--- config.mk ---
export PLATFORM = sky130hd
export DESIGN_NAME = uart_frame_tx
export DESIGN_NICKNAME = d
export VERILOG_FILES = /design/src/rtl/uart_frame_tx.sv
export SDC_FILE = /design/constraint.sdc
export NUM_CORES = 1
export LEC_CHECK = 0
export CORE_AREA = 10 10 93 74
export CTS_CLUSTER_DIAMETER = 50
export DETAILED_ROUTE_END_ITERATION = 10
export DIE_AREA = 0 0 103 84
export PLACE_DENSITY = 0.84
export SYNTH_ARGS = -nofsm -noshare
export SYNTH_HDL_FRONTEND = slang
export SYNTH_SLANG_ARGS = --single-unit
--- constraint.sdc ---
create_clock -name clk -period 5.9 [get_ports clk]
set_input_delay 1.18 -clock clk [delete_from_list [all_inputs] [get_ports clk]]
set_output_delay 1.18 -clock clk [all_outputs]
set_load 0.05 [all_outputs]
--- src/rtl/uart_frame_tx.sv ---
// Framed 8N1 UART transmitter: header byte, WORD_BYTES data bytes MSB-first, then a
// modulo-256 checksum byte. One instance per link; links differ only in WORD_BYTES.
module uart_frame_tx #(
    parameter int          CLKS_PER_BIT = 434,
    parameter int          WORD_BYTES   = 3,
    parameter logic [7:0]  HEADER       = 8'hA5
) (
    input  logic                    clk,
    input  logic                    rst_n,
    input  logic [8*WORD_BYTES-1:0] data_in,
    input  logic                    send,
    output logic                    busy,
    output logic                    done,
    output logic                    tx
);
    localparam int DATA_W = 8 * WORD_BYTES;
    localparam int BAUD_W = $clog2(CLKS_PER_BIT);
    localparam int IDX_W  = $clog2(WORD_BYTES + 2);
    localparam logic [BAUD_W-1:0] BAUD_LAST = BAUD_W'(CLKS_PER_BIT - 1);
    localparam logic [IDX_W-1:0]  LAST_BYTE = IDX_W'(WORD_BYTES + 1);

    typedef enum logic [1:0] {IDLE, START, DATA, STOP} state_t;

    state_t              state, state_nx;
    logic [BAUD_W-1:0]   baud_cnt, baud_nx;
    logic [2:0]          bit_idx, bit_nx;
    logic [IDX_W-1:0]    byte_idx, byte_nx;
    logic [DATA_W-1:0]   shift_buf, shift_nx;
    logic [7:0]          csum, csum_nx;
    logic                tx_nx, done_nx;
    logic [7:0]          cur_byte;
    logic                baud_end;

    function automatic logic [7:0] byte_sum(input logic [DATA_W-1:0] w);
        logic [7:0] s;
        s = '0;
        for (int i = 0; i < WORD_BYTES; i++) s = s + w[8*i +: 8];
        return s;
    endfunction

    assign baud_end = (baud_cnt == BAUD_LAST);
    assign busy     = (state != IDLE);

    // The data byte in flight is always the top byte of the shift buffer.
    always_comb begin
        if (byte_idx == '0)
            cur_byte = HEADER;
        else if (byte_idx == LAST_BYTE)
            cur_byte = csum;
        else
            cur_byte = shift_buf[DATA_W-1 -: 8];
    end

    // tx_nx is the line level for the state being entered, so tx stays a clean flop.
    always_comb begin
        state_nx = state;
        baud_nx  = baud_cnt;
        bit_nx   = bit_idx;
        byte_nx  = byte_idx;
        shift_nx = shift_buf;
        csum_nx  = csum;
        tx_nx    = tx;
        done_nx  = 1'b0;
        case (state)
            IDLE: begin
                tx_nx = 1'b1;
                if (send) begin
                    state_nx = START;
                    baud_nx  = '0;
                    bit_nx   = '0;
                    byte_nx  = '0;
                    shift_nx = data_in;
                    csum_nx  = byte_sum(data_in);
                    tx_nx    = 1'b0;
                end
            end
            START: begin
                if (baud_end) begin
                    state_nx = DATA;
                    baud_nx  = '0;
                    bit_nx   = '0;
                    tx_nx    = cur_byte[0];
                end else begin
                    baud_nx = baud_cnt + 1'b1;
                end
            end
            DATA: begin
                if (baud_end) begin
                    baud_nx = '0;
                    if (bit_idx == 3'd7) begin
                        state_nx = STOP;
                        tx_nx    = 1'b1;
                    end else begin
                        bit_nx = bit_idx + 3'd1;
                        tx_nx  = cur_byte[bit_idx + 3'd1];
                    end
                end else begin
                    baud_nx = baud_cnt + 1'b1;
                end
            end
            STOP: begin
                if (baud_end) begin
                    baud_nx = '0;
                    if (byte_idx != LAST_BYTE) begin
                        state_nx = START;
                        byte_nx  = byte_idx + 1'b1;
                        tx_nx    = 1'b0;
                        if (byte_idx != '0) shift_nx = shift_buf << 8;
                    end else begin
                        state_nx = IDLE;
                        tx_nx    = 1'b1;
                        done_nx  = 1'b1;
                    end
                end else begin
                    baud_nx = baud_cnt + 1'b1;
                end
            end
            default: begin
                state_nx = IDLE;
                tx_nx    = 1'b1;
            end
        endcase
    end

    always_ff @(posedge clk) begin
        if (!rst_n) begin
            state     <= IDLE;
            baud_cnt  <= '0;
            bit_idx   <= '0;
            byte_idx  <= '0;
            shift_buf <= '0;
            csum      <= '0;
            tx        <= 1'b1;
            done      <= 1'b0;
        end else begin
            state     <= state_nx;
            baud_cnt  <= baud_nx;
            bit_idx   <= bit_nx;
            byte_idx  <= byte_nx;
            shift_buf <= shift_nx;
            csum      <= csum_nx;
            tx        <= tx_nx;
            done      <= done_nx;
        end
    end
endmodule

## Yosys cells after proc, flatten, opt, wreduce, memory -nomap -nowiden

Index checks and enable logic that the tools add are counted.

| storage, ports and cells | value |
|---|---|
| logic and storage cells | 77 |
| register bits after elaboration | 51 |

| operators by class | value |
|---|---|
| magnitude comparators | 1 |
| reductions and logical operators | 14 |
| equality and inequality tests | 15 |
| multiplexer cells | 34 |
| add/sub/neg operators | 5 |

Operator list:

| cell | count |
|---|---|
| $mux 24 | 4 |
| $pmux 24 s2 | 1 |
| $mux 3 | 6 |
| $mux 9 | 2 |
| $pmux 9 s2 | 1 |
| $add 8x8->8 | 2 |
| $mux 8 | 2 |
| $ne 2x2->1 const B | 8 |
| $reduce_and 5->1 | 3 |
| $mux 2 | 5 |
| $add 9x1->9 const B | 1 |
| $eq 9x9->1 const B | 1 |
| $pmux 3 s3 | 1 |
| $mux 1 | 8 |
| $pmux 2 s4 | 1 |
| $add 3x1->3 const B | 2 |
| $eq 3x3->1 const B | 2 |
| $pmux 3 s2 | 1 |
| $reduce_and 3->1 | 2 |
| $reduce_bool 3->1 | 2 |
| $eq 2x2->1 const B | 2 |
| $lt 3x4->1 const B | 1 |
| $pmux 1 s4 | 1 |
| $reduce_and 4->1 | 1 |
| 8 further kinds | 9 |

## Logic depth before layout (Yosys ltp)

Gate-level depths: netlist of run 1.

| depth | value |
|---|---|
| depth in word-level cells | 8 |
| depth in mapped cells | 10 |
| gate-level depth less buffers | 10 |

## Worst setup path after synthesis of run 1

Ideal clock, no wire load.

| path | value |
|---|---|
| path type | input -> register |
| start | in data_in[1] |
| end | reg csum[7] |
| required time | 5.768 ns |
| cell stages on the path | 8 |
| path buffers | 0 |
| data arrival time | 3.013 ns |
| setup time | 0.132 ns |
| slack | 2.755 ns |
| cells stage by stage | fa_1 -> ha_1 -> fa_1 -> a211oi_1 -> o21bai_1 -> a21oi_1 -> xnor2_1 -> a21oi_1 |

| on the way | value |
|---|---|
| cells in the longest elaborated chain, start to end | 2 |

RTL lines:

| item | line | source |
|---|---|---|
| start, declared | 10 | `input logic [8*WORD_BYTES-1:0] data_in,` |
| $add 8x8->8 (2 in a row) | 37 | `for (int i = 0; i < WORD_BYTES; i++) s = s + w[8*i +: 8];` |
| end signal, assigned | 141 | `csum <= csum_nx;` |
| end, declared | 29 | `logic [7:0] csum, csum_nx;` |

No other way between the ends.
A chain may end at the register's enable or synchronous reset.

## Worst setup path after layout of run 1

Same ends and word-level chain as after synthesis.

==> results of run 1 <==
-- power by group through the flow --
| stage | logic, uW | clock network, uW | registers, uW |
|---|---|---|---|
| floorplan | 400 | 0 | 505 |
| global placement | 504 | 0 | 506 |
| detailed placement | 520 | 0 | 511 |
| CTS | 525 | 216 | 504 |
| global route | 579 | 229 | 516 |
| finish | 525 | 215 | 505 |
-- metal layers --
layer,GRT usage,vias to the layer above
li1,-,1164
met4,0.0404,0
met2,0.232,60
met5,0,-
met1,0.200,1161
met3,0.0364,8
-- cells in the final DEF (no fill, tap or decap), drive strengths merged, types with 2 or more instances in the layout --
cell,netlist,layout
fa,8,8
clkbuf,12,7
nand2,40,40
o211a,18,18
a22o,8,8
nor2b,8,8
a21oi,5,5
nand3b,5,5
xor2,3,3
o21ai,16,16
and2,4,4
a22oi,2,2
nor3,5,5
inv,12,12
dfxtp,51,51
a31oi,4,4
mux4,2,2
nand3,7,7
a21o,2,2
nor2,17,17
and4,2,2
buf,9,2
o211ai,5,5
xnor2,12,12
ha,17,17
mux2i,21,21
and3,4,4
clkdlybuf4s50,0,29
a21boi,3,3
a211oi,4,4
-- final timing paths --
kind	from	slack (ns)	end	cells after the start
worst max register to register	state[0]	2.98	shift_buf[3]	7
worst min-delay path	bit_idx[1]	0.48	bit_idx[1]	2
worst max-delay path	data_in[1]	2.42	csum[7]	9
worst min register to register	bit_idx[1]	0.48	bit_idx[1]	2
-- through the flow --
step                      utilization  instance area, um2  setup WS, ns  total power, uW
after floorplan                     -                2980          2.75              905
after CTS                       0.650                3370          2.44             1240
after global placement          0.631                3270          2.15             1010
final                           0.650                3370          2.42             1250
after detailed placement        0.631                3270          2.14             1030
after global routing            0.650                3370          2.21             1320
-- final cells by class --
| type | instances | area share |
|---|---|---|
| well taps | 62 | 0.0230 |
| multi-input cells | 235 | 0.541 |
| inverters | 12 | 0.0134 |
| flip-flops and latches | 51 | 0.303 |
| clock inverters | 1 | 0.00260 |
| repair buffers | 31 | 0.0907 |
| clock buffers | 7 | 0.0257 |
-- kinds of logic after synthesis --
group | after synthesis | share of synthesized area
multiplexers | 24 | 0.0895
buffers and inverters | 33 | 0.0450
AO/OA/AOI/OAI | 73 | 0.185
adder cells (fa/ha/maj) | 25 | 0.125
XOR/XNOR | 15 | 0.0441
AND/OR/NAND/NOR | 98 | 0.168
flip-flops | 51 | 0.343
-- worst reg2reg max path, delay by kind of cell (launching register included) --
kind            cells  cell delay (ns)
compound gates      2             0.61
fa+ha+maj           1             0.34
buf+inv             1             0.12
flops               1             0.41
simple gates        3             1.34
-- flip-flops by register name (all words and copies together), names as in the netlist --
register / flops
shift_buf: 24
baud_cnt: 9
csum: 8
bit_idx: 3
byte_idx: 3
state: 2
done: 1
tx: 1
==> flow_metrics.env, run 1 <==
export IMPL_dieArea_mm2=0.00865
export IMPL_place_congestion=0.801
export IMPL_leakagePower_uw=0.00141
export IMPL_cts_tree="yes"
export IMPL_synth_seq_cells=51
export IMPL_multi_input_area_mm2=0.00182
export IMPL_cp_end_kind="register"
export IMPL_p_sw_frac=0.391
export IMPL_dieWidth_um=103
export IMPL_tns_ns=0
export IMPL_antenna_found_initial=0
export IMPL_power_density_mw_per_mm2=370
export IMPL_grt_total_usage=0.150
export IMPL_syn_area_per_cell_um2=9.33
export IMPL_first_pass_iters=5
export IMPL_vias_per_cell=6.00
export IMPL_synth_commonest_cells="dfxtp_1 (51), nand2_1 (40), mux2i_1 (21)"
export IMPL_clk_path_buf_depth=2
export IMPL_clock_sinks=51
export IMPL_crit_fanout=3
export IMPL_portBuffers=29
export IMPL_nets=388
export IMPL_vias=2393
export IMPL_syn_cell_area_mm2=0.00298
export IMPL_n_fill_cell=420
export IMPL_initial_core_util=0.575
export IMPL_path_class="input pin to register"
export IMPL_dr_first_iter_drc_count=148
export IMPL_startpoint_type="input pin"
export IMPL_diodes=0
export IMPL_dr_max_layer_used="met4"
export IMPL_syn_nets=371
export IMPL_max_freq_mhz=287
export IMPL_ys_warn_count=0
export IMPL_clk_pin_slew_ns=0.09
export IMPL_synth_area_leader_cell="dfxtp_1"
export IMPL_synthArstFlopShare=0
export IMPL_period_share=0.591
export IMPL_critPathTopFamily="adder cells"
export IMPL_gr_total_overflow=0
export IMPL_htreeDepth=2
export IMPL_drt_total_wl_mm=6.47
export IMPL_run_status="complete, no violations"
export IMPL_rsz0062_at_grt="false"
export IMPL_cts_root_buffer="clkbuf_8"
export IMPL_setup_violations=0
export IMPL_drc=0
export IMPL_layout_cells_non_filler=399
export IMPL_min_period_ns=3.48
export IMPL_critical_path_max_stage_delay_ns=0.50
export IMPL_hold_class="register to register"
export IMPL_final_max_slew_violation_count=0
export IMPL_fin_worst_skew_ns=0.00969
export IMPL_dp_hpwl_mm=4.62
export IMPL_yosysMostFrequentCell="dfxtp_1"
export IMPL_finalHoldViolations=0
export IMPL_core_area_mm2=0.00518
export IMPL_cap_violations=0
export IMPL_yosysSeqAreaShare=0.343
export IMPL_dp_cells=391
export IMPL_grt_max_degree=46
export IMPL_ys_types=46
export IMPL_crit_required_ns=6.08
export IMPL_netSwitchingPower_uw=487
export IMPL_route_met3_wl_um=360
export IMPL_syn2layout_area_growth_pct=13.1
export IMPL_critPathBufInv=1
export IMPL_postCtsSetupBuffers=0
export IMPL_slowest_stage="fa_1"
export IMPL_seq_area_mm2=0.00102
export IMPL_yosys_top_cells_area="dfxtp_1 (34%), ha_1 (7.1%), mux2i_1 (7.1%)"
export IMPL_clkPwrFrac=0.173
export IMPL_timing_hold_ws_ns=0.477
export IMPL_wl_met1_mm=3.08
export IMPL_placementRows=23
export IMPL_worst_pin_slew_ns=0.760
export IMPL_synth_edf_count=0
export IMPL_timing_critical_path_cells="clkdlybuf4s50_1 -> fa_1 -> ha_1 -> fa_1 -> a211oi_1 -> o21bai_1 -> a21oi_1 -> xnor2_1 -> a21oi_1"
export IMPL_ios=30
export IMPL_wl_per_cell_um=16.2
export IMPL_hold_buffers=0
export IMPL_grt_pass1_wl_mm=10.7
export IMPL_cp_arrival_ns=3.67
export IMPL_grt_pass1_vias=2277
export IMPL_power_frac_seq=0.406
export IMPL_synth_top_area_frac=0.343
export IMPL_netlist_instances=319
export IMPL_antenna_left=0
export IMPL_cts_buffers=5
export IMPL_cts_resized=0
export IMPL_route_met2_wl_mm=2.97
export IMPL_relSlewSlack=0.493
export IMPL_irDropWorstVdd_uv=182
export IMPL_die_y_um=84
export IMPL_synth_flop_cell="dfxtp_1"
export IMPL_clkLatencyLatePin_ns=0.31
export IMPL_layout_drive_gt1_share=0.0445
export IMPL_comb_power_share=0.421
export IMPL_p_int_uw=759
(Power assumes the default switching activity.)
==> run 2, diff against run 1 <==
==> config.mk (replaced) <==
export PLATFORM = sky130hd
export DESIGN_NAME = uart_frame_tx
export DESIGN_NICKNAME = d
export VERILOG_FILES = /design/src/rtl/uart_frame_tx.sv
export SDC_FILE = /design/constraint.sdc
export NUM_CORES = 1
export LEC_CHECK = 0
export CORE_AREA = 10 10 95 76
export CTS_CLUSTER_DIAMETER = 50
export DETAILED_ROUTE_END_ITERATION = 10
export DIE_AREA = 0 0 105 86
export PLACE_DENSITY = 0.8
export SYNTH_ARGS = -nofsm -noshare
export SYNTH_HDL_FRONTEND = slang
export SYNTH_SLANG_ARGS = --single-unit
==> constraint.sdc (replaced) <==
create_clock -name clk -period 3.3 [get_ports clk]
set_input_delay 0.66 -clock clk [delete_from_list [all_inputs] [get_ports clk]]
set_output_delay 0.66 -clock clk [all_outputs]
set_load 0.05 [all_outputs]
==> flow_metrics.env, run 2 (same netlist as run 1, synthesis figures left out) <==
export IMPL_cp_end_kind="register"
export IMPL_die_y_um=86
export IMPL_nets=392
export IMPL_rsz0062_at_grt="false"
export IMPL_timing_hold_ws_ns=0.476
export IMPL_initial_core_util=0.562
export IMPL_clkPwrFrac=0.166
export IMPL_cts_buffers=5
export IMPL_cts_root_buffer="clkbuf_8"
export IMPL_largest_registers="shift_buf: 24 flops, baud_cnt: 9 flops, csum: 8 flops"
export IMPL_multi_input_area_mm2=0.00182
export IMPL_grt_max_degree=29
export IMPL_cap_violations=0
export IMPL_period_share=0.895
export IMPL_layout_commonest_cell="dfxtp_1"
export IMPL_max_freq_mhz=338
export IMPL_grt_pass1_wl_mm=11.2
export IMPL_p_sw_frac=0.388
export IMPL_cp_arrival_ns=3.14
export IMPL_ios=30
export IMPL_cts_resized=0
export IMPL_fin_ws_ns=0.345
export IMPL_clk_path_buf_depth=2
export IMPL_gr_total_overflow=0
export IMPL_grt_pass1_vias=2337
export IMPL_mostFrequentLayoutCells="dfxtp_1 (51), nand2_1 (40), clkdlybuf4s50_1 (29)"
export IMPL_route_met2_wl_mm=2.88
export IMPL_dieArea_mm2=0.00903
export IMPL_clk_pin_slew_ns=0.09
export IMPL_setup_violations=0
export IMPL_antenna_left=0
export IMPL_min_period_ns=2.96
export IMPL_cts_tree="yes"
export IMPL_wl_per_cell_um=15.4
export IMPL_final_max_slew_violation_count=0
export IMPL_postCtsSetupBuffers=0
export IMPL_vias=2370
export IMPL_leakagePower_uw=0.00143
export IMPL_hold_buffers=0
export IMPL_p_int_uw=1370
export IMPL_layout_drive_gt1_share=0.0559
export IMPL_dr_max_layer_used="met4"
export IMPL_seq_area_mm2=0.00102
export IMPL_clock_sinks=51
export IMPL_wl_met1_mm=3.21
export IMPL_worst_pin_slew_ns=0.639
export IMPL_comb_power_share=0.432
export IMPL_power_frac_seq=0.402
export IMPL_hold_class="register to register"
export IMPL_antenna_found_initial=0
export IMPL_drc=0
export IMPL_path_class="input pin to register"
export IMPL_dp_cells=408
export IMPL_core_area_mm2=0.00530
export IMPL_run_status="complete, no violations"
export IMPL_relSlewSlack=0.574
export IMPL_route_met3_wl_um=243
export IMPL_post_place_ws_ns=0.0229
export IMPL_startpoint_type="input pin"
export IMPL_clkLatencyLatePin_ns=0.31
export IMPL_n_fill_cell=480
export IMPL_finalHoldViolations=0
export IMPL_placementRows=23
export IMPL_dr_first_iter_drc_count=138
export IMPL_first_pass_iters=4
export IMPL_dp_hpwl_mm=4.84
export IMPL_hold_path_cell_count=2
export IMPL_htreeDepth=2
export IMPL_power_density_mw_per_mm2=658
export IMPL_syn2layout_area_growth_pct=14.4
export IMPL_irDropWorstVdd_uv=348
export IMPL_crit_required_ns=3.48
export IMPL_reg2regPathDepth=8
export IMPL_netSwitchingPower_uw=870
export IMPL_crit_fanout=3
export IMPL_drt_total_wl_mm=6.41
export IMPL_diodes=0
export IMPL_fin_worst_skew_ns=0.00644
export IMPL_layout_cells_non_filler=415
export IMPL_tns_ns=0
export IMPL_place_congestion=0.797
export IMPL_grt_total_usage=0.147
export IMPL_largest_register="shift_buf"
export IMPL_dieWidth_um=105
export IMPL_portBuffers=29
export IMPL_largest_reg_flops=24
export IMPL_vias_per_cell=5.71
-- run 2: cell count changes in the layout (fill, tap and decap cells not counted) --
cell      delta
buf_4        +4
clkbuf_1     -1
clkinv_2     +1
clkinv_4     -1
-- run 2: cell type report --
type / instances / area share
Clock inverter: 1 / 0.00147
Tap cell: 75 / 0.0276
Timing Repair Buffer: 35 / 0.0985
Multi-Input combinational cell: 235 / 0.535
Sequential cell: 51 / 0.300
Clock buffer: 6 / 0.0243
Inverter: 12 / 0.0132
-- run 2: final timing paths --
check              from  slack (ns)       endpoint
max          data_in[1]        0.34        csum[7]
min reg2reg     csum[2]        0.48        csum[2]
max reg2reg    state[0]        0.92  shift_buf[19]
min             csum[2]        0.48        csum[2]
-- run 2: worst max-delay path, cell delays in order --
cell             delay [ns]
clkdlybuf4s50_1        0.45
fa_1                   0.50
ha_1                   0.24
fa_1                   0.44
a211oi_1               0.33
o21bai_1               0.12
a21oi_1                0.18
xnor2_1                0.13
a21oi_1                0.08
-- run 2: per-stage QoR --
stage	util	total power, uW	instance area (um2)
floorplan	-	1620	2980
CTS	0.643	2250	3400
finish	0.643	2240	3400
global placement	0.626	1850	3320
detailed placement	0.626	1880	3320
global route	0.643	2400	3400
-- run 2: metal layers --
metal,up-vias,global-route usage
li1,1172,-
met1,1145,0.198
met2,45,0.236
met3,8,0.0269
met4,0,0.0386
met5,-,0
-- run 2: power groups by stage --
stage	sequential [uW]	clock, uW	combinational, uW
3_3_place_gp	905	0	941
5_1_grt	919	397	1080
2_1_floorplan	903	0	715
4_1_cts	900	377	973
6_report	900	373	967
3_5_place_dp	913	0	967
